===== src/rtl/kmp_matcher.sv =====
// KMP pattern counter: loads a pattern ROM, builds its LPS table on chip, then scans a text ROM window.
// Define KMP_OVERLAP_EN to count overlapping matches; left undefined, matches are non-overlapping.
module kmp_matcher #(
  parameter int CHAR_W  = 8,
  parameter int PAT_MAX = 8,
  parameter int TXT_AW  = 14,
  parameter int CNT_W   = 8
) (
  input  logic                       clk,
  input  logic                       rst,
  input  logic                       inicio,
  input  logic [$clog2(PAT_MAX):0]   pat_len,
  input  logic [TXT_AW-1:0]          txt_base,
  input  logic [TXT_AW-1:0]          txt_len,
  output logic [$clog2(PAT_MAX)-1:0] pat_addr,
  input  logic [CHAR_W-1:0]          pat_data,
  output logic [TXT_AW-1:0]          txt_addr,
  input  logic [CHAR_W-1:0]          txt_data,
  output logic [CNT_W-1:0]           instancias,
  output logic                       busy,
  output logic                       done,
  output logic                       error
);
  // state | meaning
  // IDLE  | waiting for inicio
  // LOAD  | reading pattern ROM into pat registers
  // BUILD | computing LPS table, one recurrence step per cycle
  // FETCH | text address driven, data arrives next cycle
  // CMP   | compare text char against pat[j], retries stay here
  // DONE  | result held until next inicio
  localparam int PW = $clog2(PAT_MAX);
  localparam int LW = PW + 1;

  typedef enum logic [2:0] {S_IDLE, S_LOAD, S_BUILD, S_FETCH, S_CMP, S_DONE} state_t;

  state_t             state_q, state_d;
  logic [LW-1:0]      plen_q, plen_d, k_q, k_d;
  logic [TXT_AW-1:0]  base_q, base_d, tlen_q, tlen_d, i_q, i_d, txt_addr_q, txt_addr_d;
  logic [PW-1:0]      len_q, len_d, j_q, j_d, pat_addr_q, pat_addr_d;
  logic [CHAR_W-1:0]  pat_q [PAT_MAX];
  logic [CHAR_W-1:0]  pat_d [PAT_MAX];
  logic [PW-1:0]      lps_q [PAT_MAX];
  logic [PW-1:0]      lps_d [PAT_MAX];
  logic [CHAR_W-1:0]  ch_q, ch_d, ch;
  logic               first_q, first_d, busy_q, busy_d, done_q, done_d, err_q, err_d;
  logic [CNT_W-1:0]   cnt_q, cnt_d;
  logic [TXT_AW-1:0]  i_inc;
  logic [PW-1:0]      restart;
  logic               adv;

  always_ff @(posedge clk or negedge rst) begin
    if (!rst) begin
      state_q    <= S_IDLE;
      plen_q     <= '0;
      k_q        <= '0;
      base_q     <= '0;
      tlen_q     <= '0;
      i_q        <= '0;
      txt_addr_q <= '0;
      len_q      <= '0;
      j_q        <= '0;
      pat_addr_q <= '0;
      pat_q      <= '{default: '0};
      lps_q      <= '{default: '0};
      ch_q       <= '0;
      first_q    <= 1'b0;
      busy_q     <= 1'b0;
      done_q     <= 1'b0;
      err_q      <= 1'b0;
      cnt_q      <= '0;
    end else begin
      state_q    <= state_d;
      plen_q     <= plen_d;
      k_q        <= k_d;
      base_q     <= base_d;
      tlen_q     <= tlen_d;
      i_q        <= i_d;
      txt_addr_q <= txt_addr_d;
      len_q      <= len_d;
      j_q        <= j_d;
      pat_addr_q <= pat_addr_d;
      pat_q      <= pat_d;
      lps_q      <= lps_d;
      ch_q       <= ch_d;
      first_q    <= first_d;
      busy_q     <= busy_d;
      done_q     <= done_d;
      err_q      <= err_d;
      cnt_q      <= cnt_d;
    end
  end

  always_comb begin
    state_d    = state_q;
    plen_d     = plen_q;
    k_d        = k_q;
    base_d     = base_q;
    tlen_d     = tlen_q;
    i_d        = i_q;
    txt_addr_d = txt_addr_q;
    len_d      = len_q;
    j_d        = j_q;
    pat_addr_d = pat_addr_q;
    pat_d      = pat_q;
    lps_d      = lps_q;
    ch_d       = ch_q;
    first_d    = first_q;
    busy_d     = busy_q;
    done_d     = done_q;
    err_d      = err_q;
    cnt_d      = cnt_q;
    adv        = 1'b0;
    i_inc      = i_q + TXT_AW'(1);
    // The first CMP cycle sees fresh ROM data; retries use the captured copy.
    ch         = first_q ? txt_data : ch_q;
`ifdef KMP_OVERLAP_EN
    restart    = lps_q[plen_q[PW-1:0] - PW'(1)];
`else
    restart    = '0;
`endif
    case (state_q)
      S_IDLE, S_DONE: begin
        if (inicio) begin
          plen_d = pat_len;
          base_d = txt_base;
          tlen_d = txt_len;
          cnt_d  = '0;
          done_d = 1'b0;
          err_d  = 1'b0;
          i_d    = '0;
          j_d    = '0;
          if (pat_len == '0 || pat_len > LW'(PAT_MAX) || txt_len < TXT_AW'(pat_len)) begin
            err_d   = 1'b1;
            done_d  = 1'b1;
            state_d = S_DONE;
          end else begin
            busy_d     = 1'b1;
            pat_addr_d = '0;
            k_d        = '0;
            state_d    = S_LOAD;
          end
        end
      end
      S_LOAD: begin
        if (k_q != '0) pat_d[k_q[PW-1:0] - PW'(1)] = pat_data;
        if (k_q == plen_q) begin
          k_d      = LW'(1);
          len_d    = '0;
          lps_d[0] = '0;
          state_d  = S_BUILD;
        end else begin
          k_d = k_q + LW'(1);
          if (k_q + LW'(1) < plen_q) pat_addr_d = k_q[PW-1:0] + PW'(1);
        end
      end
      S_BUILD: begin
        if (k_q == plen_q) begin
          txt_addr_d = base_q + i_q;
          state_d    = S_FETCH;
        end else if (pat_q[k_q[PW-1:0]] == pat_q[len_q]) begin
          lps_d[k_q[PW-1:0]] = len_q + PW'(1);
          len_d = len_q + PW'(1);
          k_d   = k_q + LW'(1);
        end else if (len_q != '0) begin
          len_d = lps_q[len_q - PW'(1)];
        end else begin
          lps_d[k_q[PW-1:0]] = '0;
          k_d = k_q + LW'(1);
        end
      end
      S_FETCH: begin
        first_d = 1'b1;
        state_d = S_CMP;
      end
      S_CMP: begin
        first_d = 1'b0;
        if (first_q) ch_d = txt_data;
        if (ch == pat_q[j_q]) begin
          if (LW'(j_q) == plen_q - LW'(1)) begin
            if (cnt_q != '1) cnt_d = cnt_q + CNT_W'(1);
            j_d = restart;
          end else begin
            j_d = j_q + PW'(1);
          end
          adv = 1'b1;
        end else if (j_q != '0) begin
          j_d = lps_q[j_q - PW'(1)];
        end else begin
          adv = 1'b1;
        end
        if (adv) begin
          i_d = i_inc;
          if (i_inc == tlen_q) begin
            busy_d  = 1'b0;
            done_d  = 1'b1;
            state_d = S_DONE;
          end else begin
            txt_addr_d = base_q + i_inc;
            state_d    = S_FETCH;
          end
        end
      end
      default: state_d = S_IDLE;
    endcase
  end

  assign pat_addr   = pat_addr_q;
  assign txt_addr   = txt_addr_q;
  assign instancias = cnt_q;
  assign busy       = busy_q;
  assign done       = done_q;
  assign error      = err_q;
endmodule


===== config.mk =====
export PLATFORM = sky130hd
export DESIGN_NAME = kmp_matcher
export DESIGN_NICKNAME = d
export VERILOG_FILES = /design/src/rtl/kmp_matcher.sv
export SDC_FILE = /design/constraint.sdc
export NUM_CORES = 1
export LEC_CHECK = 0
export ABC_CLOCK_PERIOD_IN_PS = 10300
export BUFFER_PORTS_ARGS = -buffer_cell sky130_fd_sc_hd__buf_2
export CAP_MARGIN = 20
export CORE_MARGIN = 2
export CORE_UTILIZATION = 50
export DETAILED_ROUTE_END_ITERATION = 6
export PLACE_DENSITY = 0.68
export SYNTH_ARGS = -nofsm -noshare
export SYNTH_HDL_FRONTEND = slang
export SYNTH_SLANG_ARGS = --single-unit

===== constraint.sdc =====
create_clock -name clk -period 10.3 [get_ports clk]
set_input_delay 0 -clock clk [delete_from_list [all_inputs] [get_ports clk]]
set_output_delay 0 -clock clk [all_outputs]
set_load 0.01 [all_outputs]

## Yosys cells after proc, flatten, opt, wreduce, memory -nomap -nowiden

Index checks and enable logic that the tools add are counted.

| operators by class | value |
|---|---|
| muxes and demuxes | 81 |
| $add $sub $neg | 12 |
| bitwise operators | 9 |
| reduce and logical (&&, ||, !) cells | 30 |
| equal/unequal tests | 28 |
| order comparisons | 11 |

Operator list:

| cell | number |
|---|---|
| $mux 8 | 12 |
| $bmux 8 s3 | 3 |
| $mux 24 | 3 |
| $mux 14 | 5 |
| $mux 3 | 23 |
| $bwmux 64 | 1 |
| $pmux 14 s2 | 2 |
| $add 14x14->14 | 2 |
| $ne 2x2->1 const B | 14 |
| $and 24x24->24 | 1 |
| $bwmux 24 | 1 |
| $demux 8 s3 | 1 |
| $ge 4x4->1 const B | 6 |
| $mux 4 | 6 |
| $not 24->24 | 1 |
| $not 3->4 | 6 |
| $pmux 3 s2 | 4 |
| $reduce_and 4->1 | 5 |
| $reduce_and 5->1 | 4 |
| $bmux 3 s3 | 2 |
| $eq 8x8->1 | 2 |
| $pmux 8 s2 | 1 |
| $pmux 3 s5 | 1 |
| $add 14x1->14 const B | 1 |
| other kinds (32) | 64 |

| storage, ports and cells | value |
|---|---|
| input port bits | 51 |
| output and inout port bits | 28 |
| flip-flop bits (word level) | 184 |
| logic and storage cells | 203 |

## Logic depth before layout (Yosys ltp)

| depth | value |
|---|---|
| depth in word-level cells | 11 |
| gate-level depth with buffers | 18 |
| gate-level depth less buffers | 16 |

## Worst setup path after synthesis

OpenSTA, ideal clock, no wires.

| timing | value |
|---|---|
| kind | register -> register |
| start point | register state_q[0] |
| end point | register txt_addr_q[8], in the netlist txt_addr[8] |
| stages on the path, launching flop included | 19 |
| buffers on the path | 2 |
| data required time | 10.175 ns |
| library setup time | 0.125 ns |
| data arrival time | 3.342 ns |
| period minus slack after synthesis | 3.467 ns |
| slack | 6.833 ns |
| cells stage by stage | dfrtp_1 nor2_1 nand2_1 buf_2 inv_1 buf_1 ha_1 inv_1 ha_1 inv_1 fa_1 nor2b_1 o21ai_0 a21boi_0 o21ai_0 and2_1 o21ai_0 xor2_1 mux2_4 |

| on the way | value |
|---|---|
| word-level cells in the longest chain between the ends | 3 |
| elaborated cells on any way between the ends | 8 |
| those cells by class | eq/ne: 5; mux: 1; reduce/logical: 2 |

RTL lines:

| element | line | source |
|---|---|---|
| start, declared | 36 | `state_t state_q, state_d;` |
| start signal, assigned | 72 | `state_q <= state_d;` |
| $eq 3x3->1 or $eq 3x2->1 (tied branches) | 121 | `case (state_q)` |
| $ne 2x2->1 (no line) or $reduce_bool 2->1 (tied branches) | n/a |  |
| $reduce_and 4->1 (no line) | n/a |  |
| end signal, assigned | 78 | `txt_addr_q <= txt_addr_d;` |
| end, declared | 38 | `logic [TXT_AW-1:0] base_q, base_d, tlen_q, tlen_d, i_q, i_d, txt_addr_q, txt_addr_d;` |

Several ways; a longest one is shown, not always the timed one.
A chain may end at the register's enable or synchronous reset.

## Worst setup path in the final report

| timing | value |
|---|---|
| start point | register state_q[0] |
| end point | register txt_addr_q[12], in the netlist txt_addr[12] |

Same word-level chain as after synthesis.

==> out/qor.yml <==
run_status:
  status: "finished clean"
timing:
  max-slew-margin-rel_pct: 27.24
  fin_setup_tns_ns: 0
  worstMarginPinSlew_ns: 1.091
  finClkSkew_ns: 0.02244
  finalHoldViolCount: 0
  final.min_clock_period_ns: 4.406
  rsz0062_at_grt: "no"
  max_freq_mhz: 227.0
  fin_crit_sh_pct: 42.78
  finalSetupViolCount: 0
  final-max-slew-violation-count: 0
synth:
  synth.mux.area_fraction_pct: 23.48
  ys.flop_type: "dfrtp_1"
  synth.avg_cell_area_sq_um: 11.01
  yosys_warnings: 0
  synth_top_area_share_pct: 39.71
  syn_nets: 1139
  async_flop_share_pct: 100.0
  synthSimpleGateAreaFrac_pct: 13.17
  synth_area_sq_um: 11600
  synth_top_family_by_area: "multiplexers"
  synth.yosys.seq_area_share_pct: 39.71
  synth_compound_area_share_pct: 10.07
  synthTopCellsByArea: "dfrtp_1 40%, mux4_2 10%, mux2_2 8.0%, nand2_1 4.5%, mux2i_1 4.1%"
  synth_cells: 1053
  synth-seq-cells: 184
  synth-edff-count: 0
  netlist-cell-type-count: 79
  yosysTopAreaCell: "dfrtp_1"
  synthXorXnorAreaFrac_pct: 5.967
  synth-adder-area-share_pct: 3.841
placed_design:
  port_buffers: 78
  post-dp-hpwl_microns: 19760
  placed_area_sq_um: 12110
  gp_congestion: 0.8612
routing:
  wl_per_cell_microns: 19.86
  first_pass_iters: 5
  viasPerCell: 6.062
  drt.antenna.violating_nets: 0
  totalWireLength_microns: 28830
  drc: 0
  dr.first_iter.drc_count: 642
  vias: 8802
setup_path:
  ff2ff_path_depth: 16
  worstSetupPathType: "reg -> reg"
  startpoint_type: "register"
  crit_path_end_kind: "register"
  worstPathArrival_ns: 4.81
  crit_fanout: 20
  rr_startpoint: "state_q[0]"
  r2r-end: "txt_addr[12]"
  r2r_slack_ns: 5.89
  required_ns: 10.70
clocking:
  cts_sinks: 184
  cts_buffer_depth: 2
  cts_resized: 0
  root_buffer: "clkbuf_16"
  clk_pin_slew_ns: 0.08
  clk_latency_ns: 0.46
  cts_made_buffers: 17
  h-tree-depth: 4
  cts_tree: "done"
flow_run:
  maxCapViolations: 0
die:
  pin_count: 79
  core_area_sq_um: 22710
  die-area_sq_um: 24430
  floorplan.initialDensity_pct: 51.06
  die_h_microns: 156.3
  fp-row-count: 55
  chipWidth_microns: 156.3
cells_and_area:
  area_growth_pct: 14.10
  finalNetCount: 1240
  final_layout_size_suffix_gt1_share_pct: 24.51
  n_fill_cell: 1875
  num_antenna_cells: 0
  postLayoutCellArea_sq_um: 13230
  final_core_util_pct: 58.26
global_routing:
  grt_start_max_net_pins: 66
  grt_pass1_vias: 8812
  grt_use_total_pct: 24.38
  grt_overflow: 0
  antenna_found_initial: 0
  grt_pass1_wl_microns: 46660
pwr:
  design_power_total_mw: 3.357
  leakagePower_nw: 5.994
  power.density_nw_per_um2: 253.7
  peakVddDrop_v: 0.0001234
hold_path:
  hold_class: "in -> async"
synthesized netlist by cell type, drive strengths merged, types with 3 or more instances:
cell type and count:
a211oi 7, a21boi 3, a21o 9, a21oi 18
a221oi 3, a22o 3, a22oi 3, a31oi 7
a32o 4, a32oi 3, and2 7, and3 16
and4 6, buf 37, clkbuf 17, dfrtp 184
ha 34, inv 34, mux2 91, mux2i 47
mux4 53, nand2 138, nand2b 10, nand3 29
nand4 14, nor2 46, nor2b 6, nor3 15
nor4 6, o211ai 5, o21ai 40, o22ai 3
o2bb2ai 23, o31ai 13, or3 6, or4 4
xnor2 48, xor2 31
timing repair:
| item | 4_1_cts | 5_1_grt |
|---|---|---|
| setup buffers | 0 | 0 |
| hold buffers | 49 | 0 |
| endpoints found under the hold margin | 159 | 0 |
sequential cells by signal, indices dropped and copies added, names as in the netlist, 4 cells and up:
signal	count
base_q	14
ch_q	8
i_q	14
instancias	8
k_q	4
lps_q	24
pat_q	64
plen_q	4
tlen_q	14
txt_addr	14
through the flow:
stage / cells / setup WS (ns) / hold slack (ns)
3_5_place_dp: 1370 / 5.881 / -0.006772
6_report: 1452 / 5.894 / 0.05639
4_1_cts: 1451 / 5.834 / 0.05664
2_1_floorplan: 1053 / 6.833 / -0.2956
3_3_place_gp: 1370 / 6.020 / 0.003046
5_1_grt: 1452 / 5.537 / 0.08938
kinds of logic (layout without fill, tap and decap cells):
| logic type | Yosys count | in the layout |
|---|---|---|
| AOI/OAI and AO/OA | 164 | 164 |
| xor gates and xnor gates | 79 | 79 |
| adders and majority gates | 35 | 35 |
| buffers and inverters | 89 | 203 |
| DFF | 184 | 184 |
| muxes | 191 | 191 |
| and+or+nand+nor | 311 | 311 |
layout make-up:
type / instances / area [sq um] / area share, %
multi-input combinational: 780 / 6560 / 49.58
sequential: 184 / 4604 / 34.80
timing repair buffer: 136 / 977.2 / 7.385
clock buffer: 17 / 425.4 / 3.215
tap: 285 / 356.6 / 2.695
clock inverter: 15 / 176.4 / 1.333
inverter: 35 / 131.4 / 0.9929
routing by layer:
metal | part of all wire [%] | up-vias | global-route usage, %
li1 | - | 4078 | -
met1 | 45 | 4467 | 33.35
met2 | 48 | 216 | 39.44
met3 | 4.8 | 41 | 4.680
met4 | 2.0 | 0 | 7.776
met5 | 0 | - | 0
worst max-delay path: stages (launching register included):
cell      delay, ns
dfrtp_1        0.53
nor2_1         0.24
nand2_1        0.46
inv_1          0.65
ha_1           0.35
inv_1          0.06
ha_1           0.15
inv_1          0.05
fa_1           0.40
nor2b_1        0.12
o21ai_0        0.10
a21boi_0       0.24
o21ai_0        0.14
a21oi_1        0.22
nor2_1         0.10
o311ai_0       0.33
mux2_4         0.21
worst max path at each step:
stage,start,to,slack (ns),cells past startpoint
floorplan,state_q[0],txt_addr[8],6.83,18
global placement,state_q[0],txt_addr[8],6.02,16
detailed placement,state_q[1],txt_addr[12],5.88,16
CTS,state_q[1],txt_addr[12],5.83,16
global route,state_q[0],txt_addr[12],5.54,16
finish,state_q[0],txt_addr[12],5.89,16
report_power, final:
group	internal (mW)	leakage, nW	switching (mW)
logic	0.729	3.37	0.710
registers	0.979	2.33	0.259
clock network	0.349	0.298	0.332
total	2.06	5.99	1.30
placed cells by master (no fill, tap or decap), types with 5 or more instances in the layout:
master / count
dlygate4sd3_1: 49
a211oi_1: 7
inv_8: 5
nand2b_1: 10
nand3_1: 29
and3_1: 16
nor2b_1: 6
o211ai_1: 5
nand2_1: 138
ha_1: 34
a21o_1: 9
and2_1: 7
xor2_1: 31
dfrtp_1: 184
buf_4: 8
nor3_1: 12
mux2_2: 82
o2bb2ai_1: 23
inv_1: 32
mux2i_1: 47
nor2_1: 43
nand4_1: 12
mux2_4: 9
clkbuf_16: 17
mux4_2: 53
a21oi_1: 18
o31ai_1: 13
buf_2: 77
xnor2_1: 48
a31oi_1: 7
and4_1: 5
o21ai_0: 37
Power figures use the tool's default switching activity.
